File: src/rtl/chunked_subtractor_pkg.sv
// Shared types and sizing helpers for the chunked wide subtractor.
// Sizing is derived from W and CHUNK so NCHUNK can never be overridden by hand.
package chunked_subtractor_pkg;

  typedef enum logic [1:0] {
    IDLE = 2'd0,
    RUN  = 2'd1,
    DONE = 2'd2
  } state_t;

  function automatic int calc_nchunk(input int w, input int chunk);
    return (w + 1 + chunk - 1) / chunk;
  endfunction

  function automatic int calc_padded_width(input int w, input int chunk);
    return calc_nchunk(w, chunk) * chunk;
  endfunction

  function automatic int calc_idx_width(input int nchunk);
    return (nchunk > 1) ? $clog2(nchunk) : 1;
  endfunction

  localparam int DEFAULT_IDX_W = calc_idx_width(calc_nchunk(149, 32));

endpackage

File: src/rtl/chunked_subtractor_sub_chunk.sv
// One CHUNK-bit slice of the subtractor: {bout, r} = a - b - bin.
module sub_chunk #(
  parameter int CHUNK = 32
) (
  input  logic [CHUNK-1:0] a,
  input  logic [CHUNK-1:0] b,
  input  logic             bin,
  output logic [CHUNK-1:0] r,
  output logic             bout
);

  logic [CHUNK:0] full_s;

  // Widen by one bit so the borrow falls out as the sign bit of the slice
  always_comb begin
    full_s = {1'b0, a} - {1'b0, b} - {{CHUNK{1'b0}}, bin};
    r      = full_s[CHUNK-1:0];
    bout   = full_s[CHUNK];
  end

endmodule

File: src/rtl/chunked_subtractor.sv
// Multi-cycle wide subtractor: diff = minuend - subtrahend, one CHUNK slice per clock.
// Optional range flag enabled by defining SUB_RANGE_CHECK_EN.
module chunked_subtractor
  import chunked_subtractor_pkg::*;
#(
  parameter int W     = 149,
  parameter int CHUNK = 32
) (
  input  logic         clk,
  input  logic         rst,
  input  logic         in_valid,
  output logic         in_ready,
  input  logic [W:0]   minuend,
  input  logic [W-1:0] subtrahend,
  output logic         out_valid,
  input  logic         out_ready,
  output logic [W-1:0] diff,
  output logic         range_err
);

  localparam int NCHUNK = calc_nchunk(W, CHUNK);
  localparam int PW     = calc_padded_width(W, CHUNK);
  localparam int IW     = calc_idx_width(NCHUNK);
  localparam logic [IW-1:0] LAST_IDX = IW'(NCHUNK - 1);

  state_t          state_r;
  logic [PW-1:0]   op_a_r;
  logic [PW-1:0]   op_b_r;
  logic [W-1:0]    res_r;
  logic            borrow_r;
  logic [IW-1:0]   idx_r;

  logic [31:0]     base_s;
  logic [CHUNK-1:0] a_slice_s;
  logic [CHUNK-1:0] b_slice_s;
  logic [CHUNK-1:0] r_s;
  logic            bout_s;
  logic [PW-1:0]   res_next_s;
  logic            unused_pad_s;

  // Select the active slice and merge its difference into the result image
  always_comb begin
    base_s     = 32'(idx_r) * 32'(CHUNK);
    a_slice_s  = op_a_r[base_s +: CHUNK];
    b_slice_s  = op_b_r[base_s +: CHUNK];
    res_next_s = PW'(res_r);
    res_next_s[base_s +: CHUNK] = r_s;
  end

  // Bits at and above W never reach diff; the range flag is taken from r_s directly
  assign unused_pad_s = ^res_next_s[PW-1:W];

  sub_chunk #(
    .CHUNK (CHUNK)
  ) u_sub_chunk (
    .a    (a_slice_s),
    .b    (b_slice_s),
    .bin  (borrow_r),
    .r    (r_s),
    .bout (bout_s)
  );

`ifdef SUB_RANGE_CHECK_EN
  // Bit W of the result always lands in the final slice
  localparam int WBIT = W - (NCHUNK - 1) * CHUNK;
  logic range_err_r;
`endif

  // Control FSM, operand capture, borrow chain and result accumulation
  always_ff @(posedge clk or posedge rst) begin
    if (rst) begin
      state_r  <= IDLE;
      op_a_r   <= {PW{1'b0}};
      op_b_r   <= {PW{1'b0}};
      res_r    <= {W{1'b0}};
      borrow_r <= 1'b0;
      idx_r    <= {IW{1'b0}};
`ifdef SUB_RANGE_CHECK_EN
      range_err_r <= 1'b0;
`endif
    end else begin
      case (state_r)
        IDLE: begin
          if (in_valid) begin
            op_a_r   <= PW'(minuend);
            op_b_r   <= PW'(subtrahend);
            borrow_r <= 1'b0;
            idx_r    <= {IW{1'b0}};
`ifdef SUB_RANGE_CHECK_EN
            range_err_r <= 1'b0;
`endif
            state_r  <= RUN;
          end
        end
        RUN: begin
          res_r    <= res_next_s[W-1:0];
          borrow_r <= bout_s;
          if (idx_r == LAST_IDX) begin
            idx_r   <= {IW{1'b0}};
            state_r <= DONE;
`ifdef SUB_RANGE_CHECK_EN
            range_err_r <= bout_s | r_s[WBIT];
`endif
          end else begin
            idx_r <= idx_r + IW'(1);
          end
        end
        DONE: begin
          if (out_ready) begin
            state_r <= IDLE;
          end
        end
        default: begin
          state_r <= IDLE;
        end
      endcase
    end
  end

  assign in_ready  = (state_r == IDLE);
  assign out_valid = (state_r == DONE);
  assign diff      = res_r;

`ifdef SUB_RANGE_CHECK_EN
  assign range_err = range_err_r;
`else
  assign range_err = 1'b0;
`endif

endmodule
File: config.mk
export PLATFORM = sky130hd
export DESIGN_NAME = chunked_subtractor
export DESIGN_NICKNAME = d
export VERILOG_FILES = /design/src/rtl/chunked_subtractor_pkg.sv /design/src/rtl/chunked_subtractor_sub_chunk.sv /design/src/rtl/chunked_subtractor.sv
export SDC_FILE = /design/constraint.sdc
export NUM_CORES = 1
export LEC_CHECK = 0
export BUFFER_PORTS_ARGS = -buffer_cell sky130_fd_sc_hd__clkbuf_2
export CORE_MARGIN = 2
export CORE_UTILIZATION = 50
export DETAILED_ROUTE_END_ITERATION = 7
export GPL_ROUTABILITY_DRIVEN = 0
export PLACE_DENSITY = 0.77
export SYNTH_ARGS = -nofsm -noshare
export SYNTH_HDL_FRONTEND = slang
export SYNTH_SLANG_ARGS = --single-unit
File: constraint.sdc
create_clock -name clk -period 18.7 [get_ports clk]
set_clock_uncertainty 0.15 [all_clocks]
set_input_delay 4.675 -clock clk [delete_from_list [all_inputs] [get_ports clk]]
set_output_delay 4.675 -clock clk [all_outputs]
set_load 0.01 [all_outputs]
==> reports/summary.md, run 1 <==
The run finished with clean final reports. For the achievable clock frequency, the log shows 134.5 MHz. The final hold violation count is 0. The signal on the critical path passes through clkbuf_2 > and2_4 > buf_4 > buf_4 > mux2_2.

The run gives 3 as the maximum clock path buffer count. The minimum clock period came out at 7434 ps. The floorplan has 75 rows. The final-report max-slew violation count is 0, and the number of buffers added on ports is 453.

The area of the multi-input gates was 9286 um^2. Counting flops with a built-in enable in the synthesized netlist gives 0. The number of hold buffers added after CTS was 0. The headroom to the max-slew limit is 0.1748.

The dominant synthesized flop cell is dfrtp_1. The fraction of final layout cells sized beyond drive strength 1 is 0.4234, and the routed wire length is 59.23 mm. The synthesized design contains 454 register bits. Net count of the mapped netlist: 2068.

For this design, the slowest cell found on the critical path is buf_4. Yosys attributes the largest share of cell area to dfrtp_1 53%, mux2_2 18%, mux2i_1 4.1%. The reported max-cap violation count was 0; the initial core utilization was 0.5070. The DRC violation count after routing was 0. The cell type contributing the most total cell area after synthesis is dfrtp_1. Broken down by cell family, the worst path's largest delay share belongs to buffers and inverters. The total overflow left after global routing is 0. The tools report the worst-case register-to-register setup slack as 12360 ps.

In this run the vertical extent of the chip is 210.5 um. The number of buffers and inverters on the critical path came out at 3. TritonCTS built the clock tree. The classification of the worst setup path was in -> reg.

The netlist uses 59 different library cells. The total via count after detailed routing came out at 15430. The worst setup path is captured at a flip-flop. The number of cells on the worst reg-to-reg path is 15.

The tightest hold path in the finished design has a slack of 331.1 ps. Timing analysis after detailed placement gives a worst setup slack of 10730 ps. The endpoint identified for the worst register-to-register timing path is diff[30]. The post-layout net count was 2484. The tools report the deepest level of the CTS H-tree as 2.

In this run the most critical hold path is launched from diff[130]. For the via count of the first global-routing pass, the log shows 15790. The most numerous cell type found on the critical path is buf_4. The share of the clock period used by the worst path is 0.3975, and the area enclosed by the die boundary is 44300 um^2. After floorplanning, the core was sized to cover 42040 um^2. For this run, the detailed router's first-pass iteration total came to 5.

The remaining antenna violation count is 0, and the pin count of the biggest net entering global routing is 178. The first-pass GRT wire length is 90.93 mm. Relative to the synthesized area, the layout overhead comes to 20.05%.

The tightest min-delay check is of the reg -> reg type. The filler cells instantiated in the layout total 3324. Counting every instance in the synthesized netlist gives 1696. The worst hold path passes through 2 cells.

In this run the critical register-to-register path is launched from idx_r[2]. Once the clock tree was built, the setup fixing pass inserted 0 buffers. After clock tree synthesis, the repair step resized 0 gates. The tools report the HPWL after detailed placement as 43.20 mm. The kind of start point of the critical path was a primary input. The logs give 1143 for the number of design-rule violations left by the first detailed-router iteration and 11270 ps for the slack of the critical path. The total clock buffers created by CTS was 46; the average footprint of a synthesized cell was 12.57 um^2.

The data required time of the worst path was 18980 ps; the sequential element share of the synthesized area was 0.5330. The number of I/O pins is 455, and the total negative slack is 0 ps. Endpoint of the worst hold-timing path: diff[130]. The synthesized netlist occupies a cell area of 21310 um^2.

Total number of clock tree sinks: 454. Setup-violating endpoint count in the final report: 0. Transition time at the pin with the least slew margin: 1238 ps.

Clock-pin slew was measured on the worst setup and hold paths at 60 ps. For the total routing resource utilization after global routing, the log shows 0.2669. The clock reaches the later pin of the worst-skew pair after 580 ps. In this run the worst path has a maximum fanout of 83. The mean routed wirelength per cell was 22.01 um; the die span in x was 210.5 um. The top cell type's share of synthesized area is 0.5330, and the worst path arrival time is 7710 ps.

The count of synthesis-stage warnings from yosys is 0, and the number of antenna violations at the first check in global routing is 9. Setup repair after global routing left no endpoint under its margin. The detailed-route vias per instance was 5.734; the register area was 11370 um^2. The tree is rooted in a clkbuf_16. For this run, the slowest stage of the critical path takes 920 ps.

The share of flip-flops with an asynchronous set or reset was 1.000.
-- per-layer routing --
| metal | vias to the layer above | share of wire | global-route usage |
|---|---|---|---|
| met3 | 110 | 0.076 | 0.06317 |
| met1 | 7778 | 0.42 | 0.3597 |
| met5 | - | 0.00057 | 0 |
| met2 | 602 | 0.47 | 0.4291 |
| li1 | 6934 | - | - |
| met4 | 6 | 0.029 | 0.08694 |
-- Yosys cell counts, drive strengths merged (3+ instances only) --
cell / number
nand4: 3
nand2b: 6
o21bai: 4
nand2: 90
xor2: 14
buf: 26
a21oi: 77
o22ai: 22
a31oi: 10
o21ai: 74
a21o: 7
ha: 67
mux2i: 87
clkbuf: 74
and3: 5
dfrtp: 454
a22o: 80
nor4: 3
nand3: 12
a211oi: 4
mux4: 21
and2: 13
nor3: 6
inv: 77
nor2b: 7
nor2: 63
xnor2: 16
mux2: 342
-- through the flow --
stage	std cells	cell area [um^2]	utilization
5_1_grt	2691	25590	0.6087
3_5_place_dp	2603	24020	0.5713
3_3_place_gp	2603	24020	0.5713
4_1_cts	2686	25580	0.6084
6_report	2691	25590	0.6087
2_1_floorplan	1696	21310	-
-- tightest hold or removal path: stages, from the launching register on --
cell and delay (ps):
dfrtp_1 340, nand2_1 50, o21ai_0 60
-- worst max path at each step --
stage / startpoint / end / slack, ps / depth (start not counted)
global route: in_valid / op_a_r[51] / 11090 / 5
global placement: in_valid / op_a_r[148] / 10810 / 5
floorplan: rst / borrow_r / 1220 / 1
detailed placement: in_valid / op_a_r[13] / 10730 / 5
finish: in_valid / op_a_r[16] / 11270 / 5
CTS: in_valid / op_a_r[16] / 11330 / 5
-- flip-flops by register name, indices dropped and copies added, names as in the netlist --
signal    flops
state_r       2
idx_r         3
diff        149
borrow_r      1
op_a_r      150
op_b_r      149
-- kinds of logic (layout without fill, tap and decap cells) --
kind of cell,Yosys count,count (layout),synth area share
compound gates,296,296,0.09046
flops,454,454,0.5330
simple gates,219,219,0.04614
fa+ha+maj,69,69,0.04121
buf+inv,177,628,0.03188
other cells,1,6,0.0001759
mux,450,450,0.2448
xor+xnor,30,30,0.01233
-- cell type report --
type | count | share of cell area
multi-input combinational | 1065 | 0.3629
clock inverter | 16 | 0.007628
clock buffer | 67 | 0.05320
tap | 539 | 0.02636
inverter | 77 | 0.01159
antenna | 5 | 0.0004890
sequential | 454 | 0.4443
timing repair buffer | 468 | 0.09349
-- cell usage in the layout (no fill, tap or decap), drive strengths merged, types with 3 or more instances in the layout --
cell / instances
nand3: 12
and2: 13
bufinv: 4
a21oi: 77
clkbuf: 520
nand2: 90
mux2i: 87
buf: 15
a22o: 80
mux2: 342
dfrtp: 454
and3: 5
nor3: 6
clkinv: 8
nor2: 63
xnor2: 16
o22ai: 22
o21bai: 4
nor4: 3
a211oi: 4
mux4: 21
nand4: 3
diode: 5
xor2: 14
a21o: 7
clkinvlp: 3
nor2b: 7
nand2b: 6
o21ai: 74
inv: 78
ha: 67
a31oi: 10
Power of run 1 is left out: the tool's default activity adds up to more than one toggle a clock period on the data nets, which glitch-free logic cannot reach.
==> run 2, diff against run 1 <==
--- a/config.mk
+++ b/config.mk
@@ -5,12 +5,13 @@
 export SDC_FILE = /design/constraint.sdc
 export NUM_CORES = 1
 export LEC_CHECK = 0
+export ABC_AREA = 1
 export BUFFER_PORTS_ARGS = -buffer_cell sky130_fd_sc_hd__clkbuf_2
 export CORE_MARGIN = 2
 export CORE_UTILIZATION = 50
 export DETAILED_ROUTE_END_ITERATION = 7
 export GPL_ROUTABILITY_DRIVEN = 0
-export PLACE_DENSITY = 0.77
+export PLACE_DENSITY = 0.8
 export SYNTH_ARGS = -nofsm -noshare
 export SYNTH_HDL_FRONTEND = slang
 export SYNTH_SLANG_ARGS = --single-unit
==> constraint.sdc (replaced) <==
create_clock -name clk -period 6.15 [get_ports clk]
set_clock_uncertainty 0.15 [all_clocks]
set_input_delay 1.5375 -clock clk [delete_from_list [all_inputs] [get_ports clk]]
set_output_delay 1.5375 -clock clk [all_outputs]
set_load 0.01 [all_outputs]
==> reports/summary.md, run 2 <==
For the sequential element share of the synthesized area, the log shows 0.5039 (-0.02908). The post-synthesis adder-cell area fraction is 0.03896 (-0.002248), and the number of buffers added on ports is 453 (unchanged). The root buffer cell is clkbuf_16. The total negative slack is 0 ps (unchanged). The tools report the critical path capture point type as a flip-flop.

The number of synthesized register bits works out to 454 (unchanged). The die span in x came out at 216.3 um (+2.8%). The number of buffers and inverters on the critical path was 3 (unchanged). For the DRC violation count after routing, the log shows 0 (unchanged).

After synthesis, the most frequently instantiated cells are 1150 x nand2_1, 454 x dfrtp_1, 276 x inv_1, 255 x o21ai_0, 162 x nand3_1. The overall die height was 216.3 um (+2.8%). The classification of the worst setup path is reg -> reg.

For the total clock buffers created by CTS, the log shows 48 (+4.3%). Setup repair after global routing left no endpoint under its margin. The tools report the number of setup buffers added after CTS as 0 (unchanged). For the number of antenna violations at the first check in global routing, the log shows 14 (+5). dfrtp_1 takes more of the synthesized area than any other cell. Leaving out fill and tap cells, the most frequent cell in the layout is nand2_1.

The run gives 454 (unchanged) as the total number of clock tree sinks. Worst path arrival time: 5010 ps (-2700 ps). TritonCTS built the clock tree. The share of the synthesized area in compound gates (AO/OA/AOI/OAI) works out to 0.1091 (+0.01865). The clock edge transition at the registers on the reported setup and hold paths was 60 ps (about the same). The cell with the most instances after synthesis was nand2_1.

The fraction of final layout cells sized beyond drive strength 1 was 0.1870 (-0.2363); the headroom to the max-slew limit was 0.3285 (+0.1537). The top cell type's share of synthesized area is 0.5039 (-0.02908). The final core utilization was 0.6044 (-0.004228); the initial core utilization was 0.5087 (+0.001702).

The run gives 44320 um^2 (+5.4%) as the core footprint. Via count of the first global-routing pass: 19920 (+26%). The setup-violating endpoint count in the final report came out at 0 (unchanged). The share of the clock period used by the worst path is 0.7627. The maximum fanout along the worst path came out at 50 (-40%). The post-synthesis share of cell area spent on and, or, nand and nor gates was 0.2592 (+0.2131). Counting I/O delays and the setup requirement, the final critical path takes 4691 ps.

For the quantity of gates resized following cts, the log shows 0 (unchanged). Leaving out fill and tap cells, the most frequent cells in the layout are 1149 x nand2_1, 453 x clkbuf_2, 452 x dfrtp_1. The number of placed instances, taps included came out at 3791 (+46%). The deepest level of the CTS H-tree is 2 (unchanged). For the distinct cell type count after synthesis, the log shows 59 (unchanged). The run gives 0 (unchanged) as the remaining global-route overflow. The number of design-rule violations left by the first detailed-router iteration came out at 2448 (+110%).

The run gives 455 (unchanged) as the number of I/O pins. The tools report the reported max-cap violation count as 0 (unchanged). In the synthesized netlist the dominant register cell turns out to be dfrtp_1. The tools report the count of mapped cells out of synthesis as 2878 (+70%). The mux contribution to synthesized area came out at 0.002220 (-0.2426). The final-report max-slew violation count is 0 (unchanged). The total number of placement rows was 77 (+2.7%). The count of hold-fix buffers inserted at cts is 0 (unchanged), and the flip-flop count of the largest register, all copies and words added is 150 (unchanged).

Maximum clock path buffer count: 3 (unchanged). The first-pass GRT wire length is 112.0 mm (+23%), and the remaining antenna violation count is 0 (unchanged). The non-filler instance count after layout is 3888 (+44%).

After synthesis, the largest family of logic cells by area is simple AND/OR/NAND/NOR gates. The transition time at the pin with the least slew margin came out at 1007 ps (-230.6 ps). The share of flip-flops with an asynchronous set or reset is 1.000 (unchanged), and the total via count after detailed routing is 20870 (+35%). The average footprint of a synthesized cell was 7.833 um^2 (-38%). Netlist area before placement: 22540 um^2 (+5.8%). The cell type of the slowest stage on the worst timing path is inv_2. The number of flops mapped to enable cells by yosys works out to 0 (unchanged).

For the number of detailed-routing iterations run before antenna repair, the log shows 6 (+1). For this run, the top clock speed supported by timing is 213.2 MHz. The mean routed wirelength per cell is 18.49 um (-16%).

The worst setup path is launched from a flip-flop. The count of synthesis-stage warnings from yosys came out at 0 (unchanged). The total routing resource utilization after global routing was 0.3084 (+0.04142).

The detailed-route vias per instance is 5.368 (-6.4%). More flip-flops sit in one register than any other, and that register is op_a_r. The flow ran to the end, and the final reports show no timing, DRC or antenna violations.

Family of cells with the greatest summed delay on the critical path: compound AO/OA/AOI/OAI gates. The run gives 3250 (+57%) as the net count of the mapped netlist. The min-delay analysis places its worst path in the category reg -> reg.

The routed wire length is 71.88 mm (+21%). The clock latency at the later pin of the worst-skew pair is 610 ps (+30 ps), and the post-layout net count is 3621 (+46%). Ranked by total cell area, the synthesized netlist is headed by dfrtp_1 50%, nand2_1 19%, o21ai_0 5.7%. The run gives 46800 um^2 (+5.7%) as the area enclosed by the die boundary. The critical path goes through inv_2 > buf_4 > o21ai_0 > o22ai_1 > nand2_1 > ha_1 > inv_1 > ha_1 > a21oi_1 > a21oi_1 > a2111oi_1 > nand3_1 > nand4_1 > nand2_1. Relative to the synthesized area, the layout overhead comes to 18.82%.

The biggest cell delay along the critical path works out to 800 ps (-120 ps). For the instance area at placement, the log shows 25150 um^2 (+4.7%). Synthesized-area fraction occupied by xor and xnor cells: 0.009047 (-0.003281). The HPWL after detailed placement came out at 52.06 mm (+21%). The pin count of the biggest net entering global routing came out at 197 (+11%). The logs give 6470 ps (-12510 ps) for the data required time of the worst path and 26790 um^2 (+4.7%) for the post-route cell area. The run gives 0 (unchanged) as the final hold violation count.
==> run 2: cell count changes in the layout (fill, tap and decap cells not counted), sizes merged, moves of 10 or more <==
cell    change
o211ai     +10
nand3     +157
mux2i      -82
a22o       -76
inv       +212
mux4       -21
mux2      -342
xnor2      -15
o21ai     +234
nand2    +1075
and2       -12
a21oi      +21
==> run 2: cell families (layout without fill, tap and decap cells) <==
logic type                 Yosys count  count (layout)
buffers and inverters              438             848
and+or+nand+nor                   1435            1435
other                                1               9
adders and majority gates           69              69
xor gates and xnor gates            19              19
AOI/OAI and AO/OA                  457             457
DFF                                454             454
muxes                                5               5
==> run 2: path summary, 6_finish.rpt <==
| path | from | endpoint | slack, ps | cells after the start |
|---|---|---|---|---|
| max in group asynchronous | rst | op_a_r[24] | 3770 | 3 |
| worst min-delay path | op_b_r[24] | op_b_r[24] | 330 | 2 |
| worst max-delay path | idx_r[0] | diff[127] | 1460 | 14 |
| worst max register to register | idx_r[0] | diff[127] | 1460 | 14 |
| min in group asynchronous | rst | diff[134] | 800 | 2 |
| worst min register to register | op_b_r[24] | op_b_r[24] | 330 | 2 |
==> run 2: area by class of cell <==
cell class,count,area (um^2)
inverter,288,1099
fill,3940,17530
multi-input combinational,1986,9450
clock buffer,69,1370
clock inverter,20,251.5
antenna,8,20.02
sequential,454,11370
tap,592,740.7
timing repair buffer,471,2490
==> run 2: worst reg2reg max path, stage by stage, from the launching register on <==
cell and delay, ps:
dfrtp_4 680, inv_2 820, buf_4 390, o21ai_0 110
o22ai_1 180, nand2_1 140, ha_1 320, inv_1 40
ha_1 360, a21oi_1 270, a21oi_1 110, a2111oi_1 560
nand3_1 240, nand4_1 140, nand2_1 60
==> run 2: per-layer routing <==
layer / vias to the layer above / GRT usage / wire length [um]
li1: 9837 / - / -
met2: 1031 / 0.4764 / 32050
met4: 16 / 0.1251 / 2813
met3: 171 / 0.06232 / 6470
met5: - / 0 / 118
met1: 9814 / 0.4275 / 30430
==> run 2: metrics by stage <==
step | hold WS [ps] | setup WS, ps
after floorplan | 293.6 | -1679
after global placement | 306.8 | 1600
after detailed placement | 310.4 | 1558
after CTS | 326.8 | 1518
after global routing | 345.3 | 1038
final | 325.3 | 1459
Power of run 2 is left out for the same reason.
